File: src/rtl/sram_access_ctrl_if.sv
// rtl/sram_access_ctrl_if.sv - request/response channel bundle for sram_access_ctrl
//
// Purpose: groups the request (valid/ready) and response (valid/ready) channels
// between a requester and the sram access controller.
// Modports:
//   master : requester side (drives req_*, rsp_ready; observes req_ready, rsp_*)
//   slave  : controller side (observes req_*, rsp_ready; drives req_ready, rsp_*)
// Signals:
//   req_valid/req_ready     request handshake
//   req_we/addr/tag/data    request payload (1 = write)
//   rsp_valid/rsp_ready     response handshake
//   rsp_tag/rsp_data/hit    response payload
interface sram_access_ctrl_if #(
  parameter int AW = 4,
  parameter int DW = 8,
  parameter int TW = 4
);
  logic          req_valid;
  logic          req_ready;
  logic          req_we;
  logic [AW-1:0] req_addr;
  logic [TW-1:0] req_tag;
  logic [DW-1:0] req_data;
  logic          rsp_valid;
  logic          rsp_ready;
  logic [TW-1:0] rsp_tag;
  logic [DW-1:0] rsp_data;
  logic          rsp_hit;

  modport master (
    output req_valid, req_we, req_addr, req_tag, req_data, rsp_ready,
    input  req_ready, rsp_valid, rsp_tag, rsp_data, rsp_hit
  );

  modport slave (
    input  req_valid, req_we, req_addr, req_tag, req_data, rsp_ready,
    output req_ready, rsp_valid, rsp_tag, rsp_data, rsp_hit
  );
endinterface

File: src/rtl/sram_access_ctrl.sv
// rtl/sram_access_ctrl.sv - initiator for the one-hot wordline tag/data sram
//
// Purpose: accepts binary-addressed read/write requests, drives the sram for
// exactly one cycle with a one-hot wordline, captures the array output and
// returns it on a response channel held until accepted.
// Optional feature: define TAG_CMP_EN to add the read tag comparator driving
// rsp_hit (writes report hit=1); otherwise rsp_hit is constant 0.
// Ports:
//   clk            rising-edge clock shared with the sram
//   rst_n          asynchronous active-low reset
//   bus            sram_access_ctrl_if.slave request/response channels
//   sram_we        write enable to sram
//   sram_wl        one-hot wordline to sram (2**AW bits)
//   sram_tag_in    tag to sram
//   sram_data_in   data to sram
//   sram_tag_out   tag from sram (combinational in the array)
//   sram_data_out  data from sram (combinational in the array)
module sram_access_ctrl #(
  parameter int AW = 4,
  parameter int DW = 8,
  parameter int TW = 4
) (
  input  logic              clk,
  input  logic              rst_n,
  sram_access_ctrl_if.slave bus,
  output logic              sram_we,
  output logic [2**AW-1:0]  sram_wl,
  output logic [TW-1:0]     sram_tag_in,
  output logic [DW-1:0]     sram_data_in,
  input  logic [TW-1:0]     sram_tag_out,
  input  logic [DW-1:0]     sram_data_out
);

  localparam int NWL = 2**AW;

  typedef enum logic [1:0] {
    IDLE  = 2'd0,
    DRIVE = 2'd1,
    RESP  = 2'd2
  } state_t;

  state_t state_q;
  state_t state_d;

  logic          we_q;
  logic [AW-1:0] addr_q;
  logic [TW-1:0] tag_q;
  logic [DW-1:0] data_q;
  logic [TW-1:0] rsp_tag_q;
  logic [DW-1:0] rsp_data_q;

  logic          accept;
  logic          capture;
  logic          req_ready_int;
  logic          rsp_valid_int;

  // State register
  always_ff @(posedge clk or negedge rst_n) begin
    if (!rst_n) begin
      state_q <= IDLE;
    end else begin
      state_q <= state_d;
    end
  end

  // Next state and outputs. Everything sram-facing is zero outside DRIVE, so an
  // asynchronous reset during DRIVE removes the write before the next edge.
  always_comb begin
    state_d       = state_q;
    req_ready_int = 1'b0;
    rsp_valid_int = 1'b0;
    accept        = 1'b0;
    capture       = 1'b0;
    sram_we       = 1'b0;
    sram_wl       = '0;
    sram_tag_in   = '0;
    sram_data_in  = '0;
    case (state_q)
      IDLE: begin
        // Held low while reset is asserted even though the state reads IDLE.
        req_ready_int = rst_n;
        if (bus.req_valid && rst_n) begin
          accept  = 1'b1;
          state_d = DRIVE;
        end
      end
      DRIVE: begin
        sram_we      = we_q;
        sram_wl      = {{(NWL-1){1'b0}}, 1'b1} << addr_q;
        sram_tag_in  = tag_q;
        sram_data_in = data_q;
        capture      = 1'b1;
        state_d      = RESP;
      end
      RESP: begin
        rsp_valid_int = 1'b1;
        if (bus.rsp_ready) begin
          state_d = IDLE;
        end
      end
      default: begin
        state_d = IDLE;
      end
    endcase
  end

  // Request registers: sampled only on the accept edge.
  always_ff @(posedge clk or negedge rst_n) begin
    if (!rst_n) begin
      we_q   <= 1'b0;
      addr_q <= '0;
      tag_q  <= '0;
      data_q <= '0;
    end else if (accept) begin
      we_q   <= bus.req_we;
      addr_q <= bus.req_addr;
      tag_q  <= bus.req_tag;
      data_q <= bus.req_data;
    end
  end

  // Response registers: the sram bypasses write data to its outputs, so a
  // write echoes the values just written.
  always_ff @(posedge clk or negedge rst_n) begin
    if (!rst_n) begin
      rsp_tag_q  <= '0;
      rsp_data_q <= '0;
    end else if (capture) begin
      rsp_tag_q  <= sram_tag_out;
      rsp_data_q <= sram_data_out;
    end
  end

`ifdef TAG_CMP_EN
  logic hit_q;

  always_ff @(posedge clk or negedge rst_n) begin
    if (!rst_n) begin
      hit_q <= 1'b0;
    end else if (capture) begin
      hit_q <= we_q ? 1'b1 : (sram_tag_out == tag_q);
    end
  end

  assign bus.rsp_hit = hit_q;
`else
  assign bus.rsp_hit = 1'b0;
`endif

  assign bus.req_ready = req_ready_int;
  assign bus.rsp_valid = rsp_valid_int;
  assign bus.rsp_tag   = rsp_tag_q;
  assign bus.rsp_data  = rsp_data_q;

endmodule

File: src/flat_wrapper.sv
// flat-port wrapper written by rule: the top's interface ports become plain ports
module sram_access_ctrl_flat 
#(
  parameter int AW = 4,
  parameter int DW = 8,
  parameter int TW = 4
)
  (clk, rst_n, sram_we, sram_wl, sram_tag_in, sram_data_in, sram_tag_out, sram_data_out, bus_req_valid, bus_req_we, bus_req_addr, bus_req_tag, bus_req_data, bus_rsp_ready, bus_req_ready, bus_rsp_valid, bus_rsp_tag, bus_rsp_data, bus_rsp_hit);
  sram_access_ctrl_if #(.AW(AW), .DW(DW), .TW(TW)) bus_i ();
  input  logic clk;
  input  logic rst_n;
  output logic sram_we;
  output logic [2**AW-1:0] sram_wl;
  output logic [TW-1:0] sram_tag_in;
  output logic [DW-1:0] sram_data_in;
  input  logic [TW-1:0] sram_tag_out;
  input  logic [DW-1:0] sram_data_out;
  input wire logic [$bits(bus_i.req_valid)-1:0] bus_req_valid;
  input wire logic [$bits(bus_i.req_we)-1:0] bus_req_we;
  input wire logic [$bits(bus_i.req_addr)-1:0] bus_req_addr;
  input wire logic [$bits(bus_i.req_tag)-1:0] bus_req_tag;
  input wire logic [$bits(bus_i.req_data)-1:0] bus_req_data;
  input wire logic [$bits(bus_i.rsp_ready)-1:0] bus_rsp_ready;
  output wire logic [$bits(bus_i.req_ready)-1:0] bus_req_ready;
  output wire logic [$bits(bus_i.rsp_valid)-1:0] bus_rsp_valid;
  output wire logic [$bits(bus_i.rsp_tag)-1:0] bus_rsp_tag;
  output wire logic [$bits(bus_i.rsp_data)-1:0] bus_rsp_data;
  output wire logic [$bits(bus_i.rsp_hit)-1:0] bus_rsp_hit;
  assign bus_i.req_valid = bus_req_valid;
  assign bus_i.req_we = bus_req_we;
  assign bus_i.req_addr = bus_req_addr;
  assign bus_i.req_tag = bus_req_tag;
  assign bus_i.req_data = bus_req_data;
  assign bus_i.rsp_ready = bus_rsp_ready;
  assign bus_req_ready = bus_i.req_ready;
  assign bus_rsp_valid = bus_i.rsp_valid;
  assign bus_rsp_tag = bus_i.rsp_tag;
  assign bus_rsp_data = bus_i.rsp_data;
  assign bus_rsp_hit = bus_i.rsp_hit;
  sram_access_ctrl #(.AW(AW), .DW(DW), .TW(TW)) u_core (.clk(clk), .rst_n(rst_n), .bus(bus_i), .sram_we(sram_we), .sram_wl(sram_wl), .sram_tag_in(sram_tag_in), .sram_data_in(sram_data_in), .sram_tag_out(sram_tag_out), .sram_data_out(sram_data_out));
endmodule
File: config.mk
export PLATFORM = sky130hd
export DESIGN_NAME = sram_access_ctrl_flat
export DESIGN_NICKNAME = d
export VERILOG_FILES = /design/src/rtl/sram_access_ctrl_if.sv /design/src/rtl/sram_access_ctrl.sv /design/src/flat_wrapper.sv
export SDC_FILE = /design/constraint.sdc
export NUM_CORES = 1
export LEC_CHECK = 0
export CAP_MARGIN = 20
export CORE_UTILIZATION = 38
export CTS_CLUSTER_DIAMETER = 120
export DETAILED_ROUTE_END_ITERATION = 7
export GPL_ROUTABILITY_DRIVEN = 0
export PLACE_DENSITY = 0.75
export SYNTH_ARGS = -nofsm -noshare
export SYNTH_HDL_FRONTEND = slang
export SYNTH_SLANG_ARGS = --single-unit
File: constraint.sdc
create_clock -name clk -period 1.94 [get_ports clk]
set_input_delay 0.485 -clock clk [delete_from_list [all_inputs] [get_ports clk]]
set_output_delay 0.485 -clock clk [all_outputs]
set_load 0.02 [all_outputs]
# == Word level (Yosys, flattened, before mapping) ==
# Cells that the tools add are included.
# totals
ff_bits,31
# op_classes
eq_ne,4
shifts,1
reduce_logical,3
mux,12
# ops
operator,n
16-bit two-way mux,1
"1-bit by 4-bit << shifter with 16-bit output, first input constant",1
8-bit two-way mux,1
1-bit two-way mux,6
2-bit case mux with 3 select lines,1
2-bit two-way mux,2
4-bit two-way mux,1
"2-bit by 1-bit equality test with 1-bit output, second input constant",1
"2-bit equality test, second input constant",1
2-bit logical NOT,1
"2-bit by 1-bit inequality test with 1-bit output, second input constant",1
"2-bit inequality test, second input constant",1
2-bit AND reduction,1
1-bit logical AND,1

# == Depth between registers and ports, before layout ==
# depth
ltp_word,3
ltp_mapped,4

# == Worst setup path after synthesis ==
# Ideal clock, no wire load.
# synth_path
kind,reg-to-output
from,reg u_core.addr_q[2]
to,out sram_wl[0]
arrival_time_ps,1437
stages_incl_launch_ff,3
slack_ps,18
cell_sequence,dfrtp_1 or4b_1 nor3_1
# synth_between
elab_chain_len,2
# synth_lines
element,line_no,text
from (decl),sram_access_ctrl.sv:46,logic [AW-1:0] addr_q;
from (signal assigned),sram_access_ctrl.sv:116,addr_q <= bus.req_addr;
1-bit by 4-bit << shifter with 16-bit output,sram_access_ctrl.sv:89,"sram_wl = {{(NWL-1){1'b0}}, 1'b1} << addr_q;"
16-bit two-way mux,sram_access_ctrl.sv:78,case (state_q)
to (decl),flat_wrapper.sv:13,output logic [2**AW-1:0] sram_wl;
# No other way between the ends.

# == Worst setup path in the final report ==
# Ends and elaborated chain as after synthesis.

==> run summary <==
Number of flops mapped to enable cells by yosys - 0
Total Routed Length - 3291 um
Pwr per Cell Area - 910.2 nW/um^2
Full die area - 3914 um^2
Skew-Pair Late Insertion Delay - 320 ps
Sw Pwr - 0.7012 mW
Largest net degree at the start of global routing - 32
Slowest stage cell, crit path - or4b_4
Register-to-register setup slack - 280 ps
Placed cell count - 233
Leak - 1.085 nW
Clock Power Share - 18.6%
Detail Placement HPWL - 2473 um
Htree depth - 2
Period minus WS final - 2057 ps
I/O Buffers - 75
Synth area leaders - dfrtp_1, mux2_1, and2_1, nor2_1, buf_4
Dominant synthesized flop cell - dfrtp_1
First-pass DRT Iterations - 4
Wire per inst - 13.43 um
Syn Area/Cell - 12.79 um^2
Ratio of cells with drive above 1 in the final layout - 38.69%
Synthesis-to-finish area growth - 75.94%
Yosys top cell area share - 55.66%
Cell variety after synth - 20
DRT iter0 DRCs - 16
Post-Syn Instances - 109
Max clock buf depth - 2
Leading area contributor after synthesis - dfrtp_1
Period utilisation layout - 106.0%
Hold buffers post-CTS - 0
Finished Cell Area - 2452 um^2
Fmax - 0.4862 GHz
Nets@finish - 231
Area after DPL - 2270 um^2
Max Slew Vio Count - 0
Count leader, synth - dfrtp_1
Reg2Reg Launch Point - u_core.state_q[0]
Worst clock skew - 7.656 ps
Cts bufs inserted - 5
Total GRT Usage - 18.01%
Startpoint types - register
Gr ovfl total - 0
Hold_ws - 487.9 ps
Global-route wire length before repair - 5464 um
Core area - 3416 um^2
Setup CP Type - register to primary output
CP required - 1450 ps
Slowest stage delay, CP - 580 ps
I/O pin total - 77
Max VDD drop - 623.2 uV
Ys async rst share - 100.0%
Mean number of vias per cell - 4.824
Row count - 21
Synth cell count leaders - dfrtp_1, mux2_1, and2_1
Antenna Diode Count - 0
Setup TNS - -417.7 ps
Worst hold path class - register to register
Clock root buffer - clkbuf_4
Power, Total - 2.232 mW
CTS Sinks - 31
Initial Utilization - 40.81%
Initial antenna violation count - 0
Crit path cell chain - or4b_4, nor3_4, buf_6
Final ANT Viol Nets - 0
Worst reg-to-reg path cell count - 5
CTS tree - built
Worst EP arrival - 1570 ps
Combinational Power Share - 38.8%
Critical Path Fanout Max - 4
Hold Fails Final Rpt - 0
RSZ-0062 raised after global routing - yes
Failing checks - negative setup slack
Setup slack after layout - -116.7 ps
Hold Path End - u_core.bus.rsp_data[2]
Via count - 1182
Sequential share of power - 42.6%
Hold_sp - u_core.bus.rsp_data[2]
Vias in the first global route - 1159
Residual DRC count - 0
Status - complete, but fails checks
Seq/Total Area, Yosys - 55.66%
Yosys reg bits - 31
Final cell count without fillers - 245
Sw Ratio - 31.41%
Die width - 62.57 um
Hold path cells - 1
Pint - 1.531 mW
Final setup viols - 5
Fillers - 257
Die H - 62.57 um
Max-Cap Viols - 0
Setup crit end kind - primary output
Clock slew at reported path FFs - 80 ps
Post-Syn Area - 1394 um^2
Synth warnings - 0
Worst reg2reg endpoint - u_core.addr_q[2]
Net Count, Synth - 142
==> critical path, delay by kind of cell (launching register included) <==
kind	cells	cell delay, ps
flip-flops	1	390
AND/OR/NAND/NOR	2	730
buffers and inverters	1	140
==> how the worst max path moves through the flow <==
stage	startpoint	endpoint	slack [ps]	cells past startpoint
5_1_grt	u_core.addr_q[2]	sram_wl[0]	-180	3
2_1_floorplan	u_core.addr_q[2]	sram_wl[0]	20	2
3_3_place_gp	rst_n	bus_req_ready	-340	3
4_1_cts	u_core.addr_q[2]	sram_wl[0]	-120	3
6_report	u_core.addr_q[2]	sram_wl[0]	-120	3
3_5_place_dp	rst_n	bus_req_ready	-370	3
==> layout make-up <==
type / count / area (um^2) / area share [%]
Inverter: 1 / 3.754 / 0.1531
Clock buffer: 8 / 68.82 / 2.806
Timing Repair Buffer: 88 / 850.8 / 34.69
Multi-Input combinational cell: 71 / 694.4 / 28.32
Tap cell: 46 / 57.56 / 2.347
Sequential cell: 31 / 777.0 / 31.68
==> metrics by stage <==
stage / util, % / setup WS, ps
4_1_cts: 66.85 / -118.8
6_report: 71.79 / -116.7
3_3_place_gp: 66.45 / -340.3
2_1_floorplan: - / 17.71
5_1_grt: 71.79 / -180.7
3_5_place_dp: 66.45 / -373.6
==> logic make-up (layout without fill, tap and decap cells) <==
kind of cell           count (synthesis)  count (layout)  share of synthesized area (%)
DFF                                   31              31                          55.66
AOI/OAI and AO/OA                      1               1                         0.5388
and+or+nand+nor                       40              40                          16.79
buffers and inverters                  7              97                          3.320
muxes                                 29              29                          23.43
other                                  1               1                         0.2690
==> cell usage in the layout, fill, tap and decap left out, types with 4 or more instances in the layout <==
cell type        count
nor2_1               8
and2_4              13
clkbuf_4             5
buf_4               19
nor2_2               4
buf_2                5
mux2_1              29
clkdlybuf4s50_1     44
dfrtp_1             30
buf_6               18
==> registers in the layout (all words and copies together) (netlist names) <==
register	count
u_core.state_q	2
u_core.bus.rsp_tag	4
u_core.bus.rsp_data	8
u_core.we_q	1
u_core.data_q	8
u_core.addr_q	4
u_core.tag_q	4
==> per-layer routing <==
layer	vias to the layer above	part of all wire, %	track usage (%)	wire, um
li1	549	-	-	-
met1	577	39	20.99	1268
met2	50	52	30.16	1699
met3	6	8.5	7.482	281
met4	0	1.3	5.233	42
met5	-	0	0	0
==> power by group through the flow <==
stage          clock [mW]  combinational (mW)  sequential (mW)
2_1_floorplan           0               0.269             1.05
3_3_place_gp            0               0.782            0.934
3_5_place_dp            0               0.800            0.944
4_1_cts             0.432               0.810            0.937
5_1_grt             0.456               0.921            0.981
6_report            0.416               0.866            0.951
==> timing repair <==
item / CTS / global route
resized for setup: 144 / 55
setup buffers: 2 / 4
endpoints found under the setup margin: 31 / 30
pin swaps: 0 / 5
(Power assumes the default switching activity.)
==> edit 1: new RTL, config.mk and constraints unchanged <==
Add a define of `TAG_CMP_EN`.
--- a/src/rtl/sram_access_ctrl.sv
+++ b/src/rtl/sram_access_ctrl.sv
@@ -15,6 +15,8 @@
 //   sram_data_in   data to sram
 //   sram_tag_out   tag from sram (combinational in the array)
 //   sram_data_out  data from sram (combinational in the array)
+`define TAG_CMP_EN
+
 module sram_access_ctrl #(
   parameter int AW = 4,
   parameter int DW = 8,
Check against the original RTL: not equivalent (a bounded check fails within 4 cycles, from zero or initial values and one cycle with rst_n low).
==> edit 1 against the unedited design <==
Wire length grew 22%; sequential share of layout area increased by 0.49 points; register-to-register slack better by 0.05 ns; total power up 11%; cell area grew 1.5%; worst setup slack improved by 0.13 ns; area after synthesis up 11%; clock skew decreased by 0.0049 ns; combinational power rose by 17%; sequential cell count up 1; synthesized cell count is 35% higher; critical endpoint is now sram_wl[2].
==> edit 1: results (changes against the unedited design) <==
stage,metric,value,unit,change
detailed_routing,wl_met3,323,microns,+15%
min_path,hold_path_end,u_core.bus.rsp_data[5]$_DFFE_PN0P_,,
worst_setup_path,r2r_setup_slack,0.33,ns,+0.05 ns
cts,cts_resized,132,,-8.3%
min_path,hold_start,u_core.bus.rsp_data[5]$_DFFE_PN0P_,,
layout,bufAreaShareNonClock,31.8,%,-2.9 points
status,status,"finished, final reports clean",,
layout,regArea,801,sq um,+3.1%
worst_setup_path,max_stage_delay,0.40,ns,-0.18 ns
detailed_routing,routed_via_density,4.90,,+1.6%
cts,root_buffer,clkbuf_8,,
pwr,p_sw_share,34.0,%,+2.6 points
global_route,met2_usage,32.3,%,+2.1 points
synthesis,post_synth.cell_area_avg,10.5,sq um,-18%
synthesis,synth.distinct_cells,26,,+30%
worst_setup_path,cp_slowest_cell,dfrtp_1,,
global_route,grt_max_degree,33,,+3.1%
worst_setup_path,r2r_end,u_core.data_q[5]$_DFFE_PN0P_,,
worst_setup_path,arrival,1.44,ns,-0.13 ns
worst_setup_path,endpoint,sram_wl[2],,
layout,nMultiInputCombCells,104,,+46%
placed_design,dpl.hpwl,2990,microns,+21%
pwr,p_leak,1.16,nW,+7.2%
worst_setup_path,rr_worst_depth,4,,-1
timing,hold_ws,0.476,ns,-0.0121 ns
global_route,grt_pass1_wl,6480,microns,+19%
layout,multi_input_area_share,30.3,%,+2.0 points
layout,layout.non_clock_buffers,90,,+2.3%
global_route,globalRouteMet1Util,23.9,%,+2.9 points
synthesis,synth_area_leaders,"dfrtp_1 52%, nand2_1 9.7%, mux2_4 8.7%",,
layout,clkCellAreaFrac,3.12,%,+0.31 points
-- edit 1: cell families after synthesis --
| logic type | synth area share, % |
|---|---|
| buffers and inverters | 4.93 |
| AND/OR/NAND/NOR | 25.4 |
| flip-flops | 51.7 |
| XOR/XNOR | 2.26 |
| AO/OA/AOI/OAI | 1.21 |
| multiplexers | 14.5 |
-- edit 1: power by group through the flow --
stage	clock network, mW	registers, mW	logic (mW)
2_1_floorplan	0	1.08	0.412
3_3_place_gp	0	0.983	0.952
3_5_place_dp	0	0.997	0.978
4_1_cts	0.485	0.987	0.951
5_1_grt	0.512	1.01	1.08
6_report	0.473	0.986	1.01
-- edit 1: metrics by stage --
stage               power (mW)  instances  setup WS, ns  TNS [ns]
CTS                       2.42        282       0.00192         0
finish                    2.47        282        0.0143         0
detailed placement        1.97        275        -0.356     -4.37
global route              2.60        282       -0.0384    -0.162
floorplan                 1.50        147       0.00650         0
global placement          1.94        275        -0.345     -3.46
==> edit 2: new RTL, same flow settings <==
Without the edit above. The 3 states of `state_t` get a one-hot encoding in 3 bits.
--- a/src/rtl/sram_access_ctrl.sv
+++ b/src/rtl/sram_access_ctrl.sv
@@ -33,10 +33,10 @@
 
   localparam int NWL = 2**AW;
 
-  typedef enum logic [1:0] {
-    IDLE  = 2'd0,
-    DRIVE = 2'd1,
-    RESP  = 2'd2
+  typedef enum logic [2:0] {
+    IDLE  = 3'b001,
+    DRIVE = 3'b010,
+    RESP  = 3'b100
   } state_t;
 
   state_t state_q;
Formal check against the unedited RTL: no difference found for any inputs over 10 cycles, from zero or initial values and one cycle with rst_n low; not proved beyond that.
==> edit 2 against the unedited design <==
The flow still finishes with violations (negative setup slack); critical path depth rose by 2; via count rose by 7.1%; total power rose by 17%; sequential share of layout area fell by 0.93 points; cell area rose by 6.7%; area after synthesis rose by 5.8%; wire length rose by 18%; sequential cell count rose by 1; worst setup slack got worse by 0.070 ns.
==> edit 2: results (changes against the unedited design) <==
stage,metric,value,unit,change
worst_setup_path,arrival,1.64,ns,+0.07 ns
layout,layout.non_clock_buffers,95,,+8.0%
detailed_routing,met2WireLength,1970,microns,+16%
global_route,met2_usage,30.5,%,+0.36 points
detailed_routing,wire_per_inst,14.9,microns,+11%
cts,insertion_delay,0.28,ns,-0.04 ns
layout,final_cells,262,,+6.9%
layout,regArea,805,sq um,+3.5%
layout,drive_gt1_share,50.9,%,+12 points
placed_design,post-place-ws,-0.392,ns,-0.0186 ns
synthesis,synth-compound-area-share,1.02,%,+0.48 points
detailed_routing,wl_met3,251,microns,-11%
synthesis,synth_mux_area_share,24.4,%,+1.0 points
status,violations,negative setup slack,,
synthesis,synth_area_leaders,"dfrtp_1 53%, mux2_2 15%, mux2_4 9.2%",,
detailed_routing,routed_via_density,4.83,,+0.16%
cts,clk_pin_slew,0.06,ns,-0.02 ns
timing,skew,0.00397,ns,-0.00369 ns
layout,final_util,70.9,%,-0.87 points
layout,multi_input_area_share,28.4,%,+0.043 points
synthesis,synth_fp_nets,149,,+4.9%
placed_design,placed_area,2330,sq um,+2.5%
synthesis,post_synth.cell_area_avg,12.7,sq um,-0.55%
synthesis,synth.distinct_cells,24,,+20%
min_path,hold_path_end,u_core.tag_q[0]$_DFFE_PN0P_,,
worst_setup_path,endpoint,sram_wl[10],,
worst_setup_path,r2r_end,u_core.data_q[6]$_DFFE_PN0P_,,
layout,bufAreaShareNonClock,35.0,%,+0.31 points
layout,clkCellAreaFrac,3.44,%,+0.64 points
global_route,met3_usage,6.07,%,-1.4 points
layout,nMultiInputCombCells,78,,+9.9%
pwr,peakVddDrop,0.715,mV,+15%
timing,setup_violations,29,,+24
min_path,hold_start,u_core.tag_q[0]$_DFFE_PN0P_,,
status,status,"complete, but fails checks",,
global_route,grt_max_degree,34,,+6.3%
worst_setup_path,worstSetupStartpoint,u_core.state_q[2]$_DFFE_PN0P_,,
pwr,p_leak,1.14,nW,+5.5%
die,core_area,3690,sq um,+8.0%
global_route,grt_pass1_vias,1251,,+7.9%
global_route,globalRouteMet1Util,21.2,%,+0.19 points
cts,root_buffer,clkbuf_8,,
timing,post-route-worst-setup-slack,-0.187,ns,-0.0702 ns
worst_setup_path,path_max_fanout,6,,+2
synthesis,yosys-top-cells-count,"31 x dfrtp_1, 20 x mux2_2, 14 x nor2_1",,
global_route,grt_pass1_wl,5730,microns,+4.8%
layout,layout.nets,246,,+6.5%
worst_setup_path,cp_slowest_cell,dfrtp_1,,
detailed_routing,drt_iter0_markers,34,,+18
[edit 2: cell types whose count changed in the layout (fill, tap and decap cells not counted), sizes merged, moves of 2 or more]
| cell | before | now |
|---|---|---|
| nand4bb | 2 | 0 |
| o21ai | 0 | 3 |
| nor2b | 2 | 0 |
| nor2 | 12 | 14 |
| nand3b | 0 | 2 |
| clkdlybuf4s15 | 0 | 10 |
| nand2 | 1 | 3 |
| buf | 44 | 40 |
[edit 2: power groups by stage]
stage          sequential, mW  combinational (mW)  clock (mW)
3_3_place_gp             1.06               0.927           0
3_5_place_dp             1.08               0.949           0
5_1_grt                  1.14                1.04       0.558
4_1_cts                  1.08               0.955       0.525
2_1_floorplan            1.21               0.355           0
6_report                 1.10               0.986       0.520
[edit 2: timing repair]
action                     in CTS  in global routing
setup endpoints to repair      31                 30
gates resized for setup       129                 50
pin swaps                       6                  5
setup buffers                   6                  6
gates cloned                    0                  0
